$ cat config.mk
export PLATFORM = sky130hd
export DESIGN_NAME = lane_queue_tracker
export DESIGN_NICKNAME = d
export VERILOG_FILES = /design/src/rtl/lane_queue_tracker.sv
export SDC_FILE = /design/constraint.sdc
export NUM_CORES = 1
export LEC_CHECK = 0
export ABC_AREA = 1
export ABC_CLOCK_PERIOD_IN_PS = 3450
export CORE_UTILIZATION = 42
export CTS_CLUSTER_SIZE = 16
export DETAILED_ROUTE_END_ITERATION = 8
export PLACE_DENSITY_LB_ADDON = 0.05
export SLEW_MARGIN = 20
export SYNTH_ARGS = -nofsm -noshare
export SYNTH_HDL_FRONTEND = slang
export SYNTH_SLANG_ARGS = --single-unit
$ cat constraint.sdc
create_clock -name clk -period 3.45 [get_ports clk]
set_input_delay 0.69 -clock clk [delete_from_list [all_inputs] [get_ports clk]]
set_output_delay 0.69 -clock clk [all_outputs]
set_load 0.01 [all_outputs]
$ cat src/rtl/lane_queue_tracker.sv
// Per-lane car counters for the auto-change-lanes intersection.
// Arrivals come from rising edges on the lane sensors; the granted lane drains at a fixed rate while green.

module lane_queue_tracker_lane #(
  parameter int CNT_W = 3
) (
  input  logic             clk,
  input  logic             rst_n,
  input  logic             arr,
  input  logic             dec,
  output logic [CNT_W-1:0] count,
  output logic             overflow
);
  localparam logic [CNT_W-1:0] CAP = '1;

  // Arrival and departure on the same edge cancel, even when the lane is full.
  always_ff @(posedge clk) begin
    if (!rst_n) begin
      count    <= '0;
      overflow <= 1'b0;
    end else if (arr && !dec) begin
      if (count == CAP) overflow <= 1'b1;
      else              count    <= count + CNT_W'(1);
    end else if (!arr && dec) begin
      count <= count - CNT_W'(1);
    end
  end
endmodule

module lane_queue_tracker #(
  parameter int CNT_W         = 3,
  parameter int DEPART_CYCLES = 4
) (
  input  logic               clk,
  input  logic               rst_n,
  input  logic [3:0]         arrive,
  input  logic [1:0]         cur_state,
  input  logic               go,
  output logic               lane0_has1,
  output logic               lane1_has1,
  output logic               lane2_has1,
  output logic               lane3_has1,
  output logic [4*CNT_W-1:0] lane_counts,
  output logic [3:0]         overflow,
  output logic               depart
);
  localparam int NUM_LANES = 4;
  localparam logic [7:0] TMR_LAST = 8'(DEPART_CYCLES - 1);

  logic [NUM_LANES-1:0][CNT_W-1:0] counts;
  logic [NUM_LANES-1:0]            arr, dec;
  logic [3:0]                      arrive_q;
  logic [1:0]                      cur_state_q;
  logic [7:0]                      timer;
  logic                            dep_ok, dep_evt;

  assign arr = arrive & ~arrive_q;

  // A lane switch makes dep_ok false for one edge, which also clears the timer.
  assign dep_ok  = go && (counts[cur_state] != '0) && (cur_state == cur_state_q);
  assign dep_evt = dep_ok && (timer == TMR_LAST);

  always_ff @(posedge clk) begin
    if (!rst_n) begin
      arrive_q    <= 4'b1111;
      cur_state_q <= 2'b00;
      timer       <= 8'd0;
      depart      <= 1'b0;
    end else begin
      arrive_q    <= arrive;
      cur_state_q <= cur_state;
      depart      <= dep_evt;
      if (!dep_ok || dep_evt) timer <= 8'd0;
      else                    timer <= timer + 8'd1;
    end
  end

  genvar n;
  generate
    for (n = 0; n < NUM_LANES; n++) begin : g_lane
      assign dec[n] = dep_evt && (cur_state == 2'(n));
      lane_queue_tracker_lane #(.CNT_W(CNT_W)) u_lane (
        .clk      (clk),
        .rst_n    (rst_n),
        .arr      (arr[n]),
        .dec      (dec[n]),
        .count    (counts[n]),
        .overflow (overflow[n])
      );
    end
  endgenerate

  assign lane_counts = counts;
  assign lane0_has1  = counts[0] != '0;
  assign lane1_has1  = counts[1] != '0;
  assign lane2_has1  = counts[2] != '0;
  assign lane3_has1  = counts[3] != '0;
endmodule

==> flow_metrics.py, run 1 <==
metrics = {
    "floorplan": {
        "die_area_sq_um": 4050,
        "row_count": 22,
        "die_h_um": 63.6,
        "coreArea_sq_um": 3660,
        "start_util_pct": 43.5,
        "die_w_um": 63.6,
        "pin_count": 30,
    },
    "global_routing": {
        "grt_overflow_total": 0,
        "antenna_found_initial": 0,
        "grt_max_degree": 14,
        "grt_usage_pct": 16.6,
        "grt_pass1_vias": 1203,
        "grt_pass1_wl_mm": 5.13,
    },
    "route": {
        "drt-total-wl_mm": 2.92,
        "vias": 1403,
        "post_drt_wl_per_cell_um": 9.46,
        "ant_nets": 0,
        "viasPerCell": 4.56,
        "drt_iter0_markers": 88,
        "firstDrtPassIters": 4,
        "drc": 0,
    },
    "setup_path": {
        "cp_top_family": "simple AND/OR/NAND/NOR gates",
        "cp_data_arrival_time_ns": 2.71,
        "worst_setup_path_end_kind": "register",
        "cpMaxStageDelayCell": "clkdlybuf4s50_1",
        "cp_common_cell": "nor2_1",
        "slowest_delay_ns": 0.57,
        "critPathKind": "in -> reg",
        "required_ns": 3.62,
        "cp_cell_sequence": "clkdlybuf4s50_1, inv_1, nor2_1, nand2_1, nand2_2, inv_2, nand2_4, nand4_1, nand2_1, fa_1, nor2_1, nor2_1",
        "crit_fanout": 6,
        "critPathBufInv": 3,
        "start_kind": "primary input",
    },
    "cells_and_area": {
        "drive_gt1_share_pct": 8.46,
        "final_area_sq_um": 2000,
        "fin_nets": 273,
        "area_growth_pct": 25.2,
        "fin_cells": 308,
        "num_antenna_cells": 0,
        "nFillCells": 381,
    },
    "pwr": {
        "p_clk_share_pct": 35.2,
        "irDropWorstVdd_uv": 216,
        "p_seq_share_pct": 50.2,
        "leakagePower_nw": 0.841,
        "power-per-cell-area_nw_per_um2": 381,
        "p_sw_mw": 0.196,
        "p_sw_share_pct": 25.8,
        "combPwrFrac_pct": 14.6,
        "intPower_mw": 0.564,
    },
    "clock_network": {
        "post_cts_buffers": 0,
        "numCtsBuffers": 5,
        "clk_pin_slew_ns": 0.06,
        "cts_sinks": 31,
        "cts_root_buf": "clkbuf_8",
        "cts_max_level": 2,
        "clock_path_buffers": 2,
        "cts_hold_buf": 0,
        "cts_resized": 0,
        "cts_tree": "done",
        "insertion_delay_ns": 0.28,
    },
    "sta": {
        "worst_pin_slew_ns": 0.500,
        "drv_slew": 0,
        "period_needed_ns": 2.53,
        "skew_ns": 0.00786,
        "slew_headroom_pct": 66.6,
        "finalSetupTns_ns": 0,
        "setup_viol": 0,
        "fmax_mhz": 395,
        "period_share_pct": 73.5,
        "final-hold-violation-count": 0,
        "rsz0062_at_grt": "no",
        "fin_ws_ns": 0.916,
    },
    "logic_synthesis": {
        "synth.distinct_cells": 25,
        "yosys_most_used_dff": "dfxtp_1",
        "synth-seq-cells": 31,
        "ys_seq_area_share_pct": 38.9,
        "postSynth.asyncResetShare_pct": 0,
        "postSynthAreaPerCell_sq_um": 6.99,
        "yosys_warnings": 0,
        "syn-cell-area_sq_um": 1590,
        "syn-num-nets": 242,
        "syn_inst": 228,
        "synth_enable_flop_cells": 0,
    },
    "place": {
        "gp_congestion": 0.757,
        "pre_cts_slack_ns": 0.621,
        "hpwlAfterDp_mm": 2.25,
        "place_inst": 300,
        "port-buffer-count": 29,
        "dpl_cell_area_sq_um": 1910,
    },
    "outcome": {
        "status": "complete, no violations",
    },
    "run": {
        "max_cap_violations": 0,
    },
    "min_path": {
        "min_path_type": "reg -> reg",
    },
}
==> cell usage after synthesis (4+ instances only) <==
| cell | n | share of area (%) |
|---|---|---|
| inv_1 | 32 | 7.5 |
| fa_1 | 4 | 5.0 |
| nand2_2 | 4 | 1.6 |
| nor2_1 | 45 | 11 |
| dfxtp_1 | 31 | 39 |
| o21a_1 | 4 | 1.9 |
| a21oi_1 | 5 | 1.6 |
| nand4_1 | 8 | 3.1 |
| o21ai_0 | 4 | 1.3 |
| buf_4 | 4 | 1.9 |
| o21ai_1 | 4 | 1.3 |
| nand3_1 | 20 | 6.3 |
| nand2_1 | 42 | 9.9 |
| inv_2 | 5 | 1.2 |
==> flip-flops by register name (all words and copies together), names as in the netlist <==
signal	cells
g_lane.u_lane.overflow	4
timer	8
cur_state_q	2
depart	1
arrive_q	4
g_lane.u_lane.count	12
==> per-layer routing <==
layer  routed length [um]  GRT usage [%]
met1                 1410           20.8
met2                 1380           25.7
met3                   96           5.62
met4                   34           6.82
met5                    0              0
==> final timing paths <==
kind              slack (ns)                                      to  depth (start not counted)                start
setup reg to reg        1.41  g_lane[2].u_lane.count[1]$_SDFFE_PN0P_                          8  timer[0]$_SDFF_PP0_
hold / removal          0.45                     timer[0]$_SDFF_PP0_                          1  timer[0]$_SDFF_PP0_
setup / recovery        0.92  g_lane[1].u_lane.count[1]$_SDFFE_PN0P_                         12         cur_state[0]
hold reg to reg         0.45                     timer[0]$_SDFF_PP0_                          1  timer[0]$_SDFF_PP0_
==> placed cells by master (no fill, tap or decap) <==
master / n
nor2_2: 2
nor2_1: 45
xor2_1: 3
a21oi_1: 5
clkbuf_8: 5
nand4_2: 1
o21ai_0: 4
clkbuf_1: 2
o21a_1: 4
nand2_4: 1
o21a_2: 1
ha_1: 1
dfxtp_1: 31
buf_4: 1
fa_1: 4
nor3b_1: 1
inv_1: 32
nand2_2: 4
clkinv_2: 1
nand3_2: 1
nand2_1: 42
inv_2: 5
nand3_1: 20
clkdlybuf4s50_1: 29
nand4_1: 8
o21ai_1: 4
xnor2_1: 1
nor3_1: 2
==> logic make-up (layout without fill, tap and decap cells) <==
group | count (synthesis) | in the layout | synth area share [%]
buffers and inverters | 43 | 75 | 11.1
AND/OR/NAND/NOR | 127 | 127 | 35.5
adder cells (fa/ha/maj) | 5 | 5 | 5.81
AO/OA/AOI/OAI | 18 | 18 | 6.51
XOR/XNOR | 4 | 4 | 2.20
flip-flops | 31 | 31 | 38.9
==> area by class of cell <==
type	instances	area (sq um)	share of cell area [%]
Timing Repair Buffer	30	298	14.9
Clock buffer	7	76.3	3.82
Multi-Input combinational cell	154	797	39.9
Inverter	37	139	6.96
Tap cell	48	60.1	3.01
Sequential cell	31	621	31.1
Clock inverter	1	5.00	0.251
==> per-stage QoR <==
stage               hold WS (ns)  util [%]  power, mW
floorplan                  0.418         -      0.453
global placement           0.437      52.3      0.503
detailed placement         0.441      52.3      0.503
CTS                        0.456      54.5      0.774
global route               0.481      54.5      0.812
finish                     0.451      54.5      0.761
==> power groups by stage <==
stage	Combinational, mW	Sequential, mW	Clock (mW)
global route	0.126	0.384	0.302
global placement	0.113	0.390	0
detailed placement	0.113	0.390	0
floorplan	0.0611	0.391	0
CTS	0.114	0.382	0.279
finish	0.111	0.382	0.267
Note: power is estimated with default switching activity, not from simulation.
==> run 2, diff against run 1 <==
ABC_CLOCK_PERIOD_IN_PS = 2350   (was 3450)
clock period = 2.35 ns   (was 3.45 ns; I/O delays follow)
==> run 2 against run 1 <==
Die area stayed put. Critical endpoint unchanged. Count of clock-buffer cells in the layout is 1 lower. Routed wire length is 6.4% higher.
==> flow_metrics.py, run 2 (synthesis gave the netlist of run 1 again) <==
metrics = {
    "cells_and_area": {
        "area_growth_pct": 32.5,
        "final_cell_mix": "nor2_1 (45), nand2_1 (42), inv_1 (32), dfxtp_1 (31), clkdlybuf4s50_1 (27)",
        "largest_reg_flops": 12,
        "fin_cells": 322,
        "drive_gt1_share_pct": 13.5,
        "reg.largest.list": "g_lane.u_lane.count: 12 flops, timer: 8 flops",
        "regMostFlops": "g_lane.u_lane.count",
        "fin_nets": 289,
        "layout_commonest_cell": "nor2_1",
        "num_antenna_cells": 0,
        "final_util_pct": 57.7,
    },
    "clock_network": {
        "insertion_delay_ns": 0.28,
        "cts_max_level": 2,
        "clk_pin_slew_ns": 0.06,
        "cts_root_buf": "clkbuf_8",
        "numCtsBuffers": 5,
        "cts_sinks": 31,
        "cts_hold_buf": 0,
        "clock_path_buffers": 2,
        "cts_tree": "done",
    },
    "place": {
        "pre_cts_slack_ns": -0.196,
        "gp_congestion": 0.773,
        "place_inst": 316,
        "port-buffer-count": 29,
        "hpwlAfterDp_mm": 2.37,
    },
    "floorplan": {
        "start_util_pct": 43.5,
        "row_count": 22,
        "die_w_um": 63.6,
        "die_h_um": 63.6,
        "coreArea_sq_um": 3660,
        "die_area_sq_um": 4050,
        "pin_count": 30,
    },
    "sta": {
        "fin_ws_ns": 0.310,
        "final-hold-violation-count": 0,
        "slew_headroom_pct": 72.3,
        "period_share_pct": 86.8,
        "skew_ns": 0.00233,
        "worst_pin_slew_ns": 0.415,
        "setup_viol": 0,
        "fmax_mhz": 490,
        "drv_slew": 0,
        "period_needed_ns": 2.04,
        "rsz0062_at_grt": "no",
    },
    "global_routing": {
        "grt_max_degree": 14,
        "grt_overflow_total": 0,
        "grt_pass1_wl_mm": 5.48,
        "grt_usage_pct": 17.4,
        "grt_pass1_vias": 1315,
        "antenna_found_initial": 0,
    },
    "route": {
        "post_drt_wl_per_cell_um": 9.64,
        "vias": 1444,
        "ant_nets": 0,
        "drc": 0,
        "drt_iter0_markers": 24,
        "drt-total-wl_mm": 3.10,
        "viasPerCell": 4.48,
        "firstDrtPassIters": 4,
    },
    "setup_path": {
        "start_kind": "register",
        "crit_fanout": 9,
        "critPathKind": "reg -> reg",
        "cp_data_arrival_time_ns": 2.21,
        "required_ns": 2.52,
        "worst_setup_path_end_kind": "register",
    },
    "pwr": {
        "irDropWorstVdd_uv": 305,
        "leakagePower_nw": 0.931,
        "power-per-cell-area_nw_per_um2": 530,
    },
    "run": {
        "max_cap_violations": 0,
    },
    "min_path": {
        "min_path_type": "reg -> reg",
    },
    "outcome": {
        "status": "complete, no violations",
    },
}
-- run 2: path summary, 6_finish.rpt --
check | from | end | slack [ns] | cells past startpoint
worst min-delay path | timer[0]$_SDFF_PP0_ | timer[0]$_SDFF_PP0_ | 0.44 | 1
worst max-delay path | timer[0]$_SDFF_PP0_ | g_lane[1].u_lane.count[1]$_SDFFE_PN0P_ | 0.31 | 8
worst max register to register | timer[0]$_SDFF_PP0_ | g_lane[1].u_lane.count[1]$_SDFFE_PN0P_ | 0.31 | 8
worst min register to register | timer[0]$_SDFF_PP0_ | timer[0]$_SDFF_PP0_ | 0.44 | 1
-- run 2: worst max-delay path: stages, from the launching register on --
cell     delay, ns
dfxtp_1       0.35
ha_1          0.19
nand2_1       0.08
nor2_2        0.36
nand4_1       0.22
nand2_1       0.14
fa_1          0.42
nor2_1        0.12
nor2_1        0.05
-- run 2: final cells by class --
| type | instances | area, sq um |
|---|---|---|
| multi-input combinational | 154 | 797 |
| tap | 48 | 60.1 |
| fill | 368 | 1550 |
| inverter | 37 | 139 |
| timing repair buffer | 46 | 423 |
| clock buffer | 6 | 72.6 |
| sequential | 31 | 621 |
-- run 2: per-stage QoR --
stage          TNS, ns  instance area, sq um  total power, mW  hold slack (ns)
2_1_floorplan        0                  1590            0.664            0.418
3_5_place_dp     -1.21                  2030            0.756            0.441
3_3_place_gp     -1.11                  2030            0.755            0.432
6_report             0                  2110             1.12            0.445
5_1_grt              0                  2110             1.19            0.474
4_1_cts              0                  2110             1.14            0.456
-- run 2: routing by layer --
layer,routed length [um],global-route usage (%),up-vias,share of wire (%)
li1,-,-,799,-
met3,91,5.43,5,2.9
met4,41,7.67,0,1.3
met1,1540,21.2,623,50
met2,1430,27.8,17,46
met5,0,0,-,0
-- run 2: report_power, final --
group          leakage [nW]  internal, mW  switching, mW
Sequential            0.253         0.543         0.0180
Combinational         0.641        0.0931         0.0894
Clock                0.0371         0.197          0.179
Total                 0.931         0.833          0.286
-- run 2: what timing repair did --
action,in CTS,in global routing
endpoints found under the setup margin,0,7
resized for setup,0,2
endpoints found under the hold margin,0,0
buffers inserted,0,0
==> run 3, diff against run 2 <==
GPL_ROUTABILITY_DRIVEN = 0   (was default)
SLEW_MARGIN = default   (was 20)
==> results of run 3 <==
Final layout, timing and power as in run 2 (identical DEF).
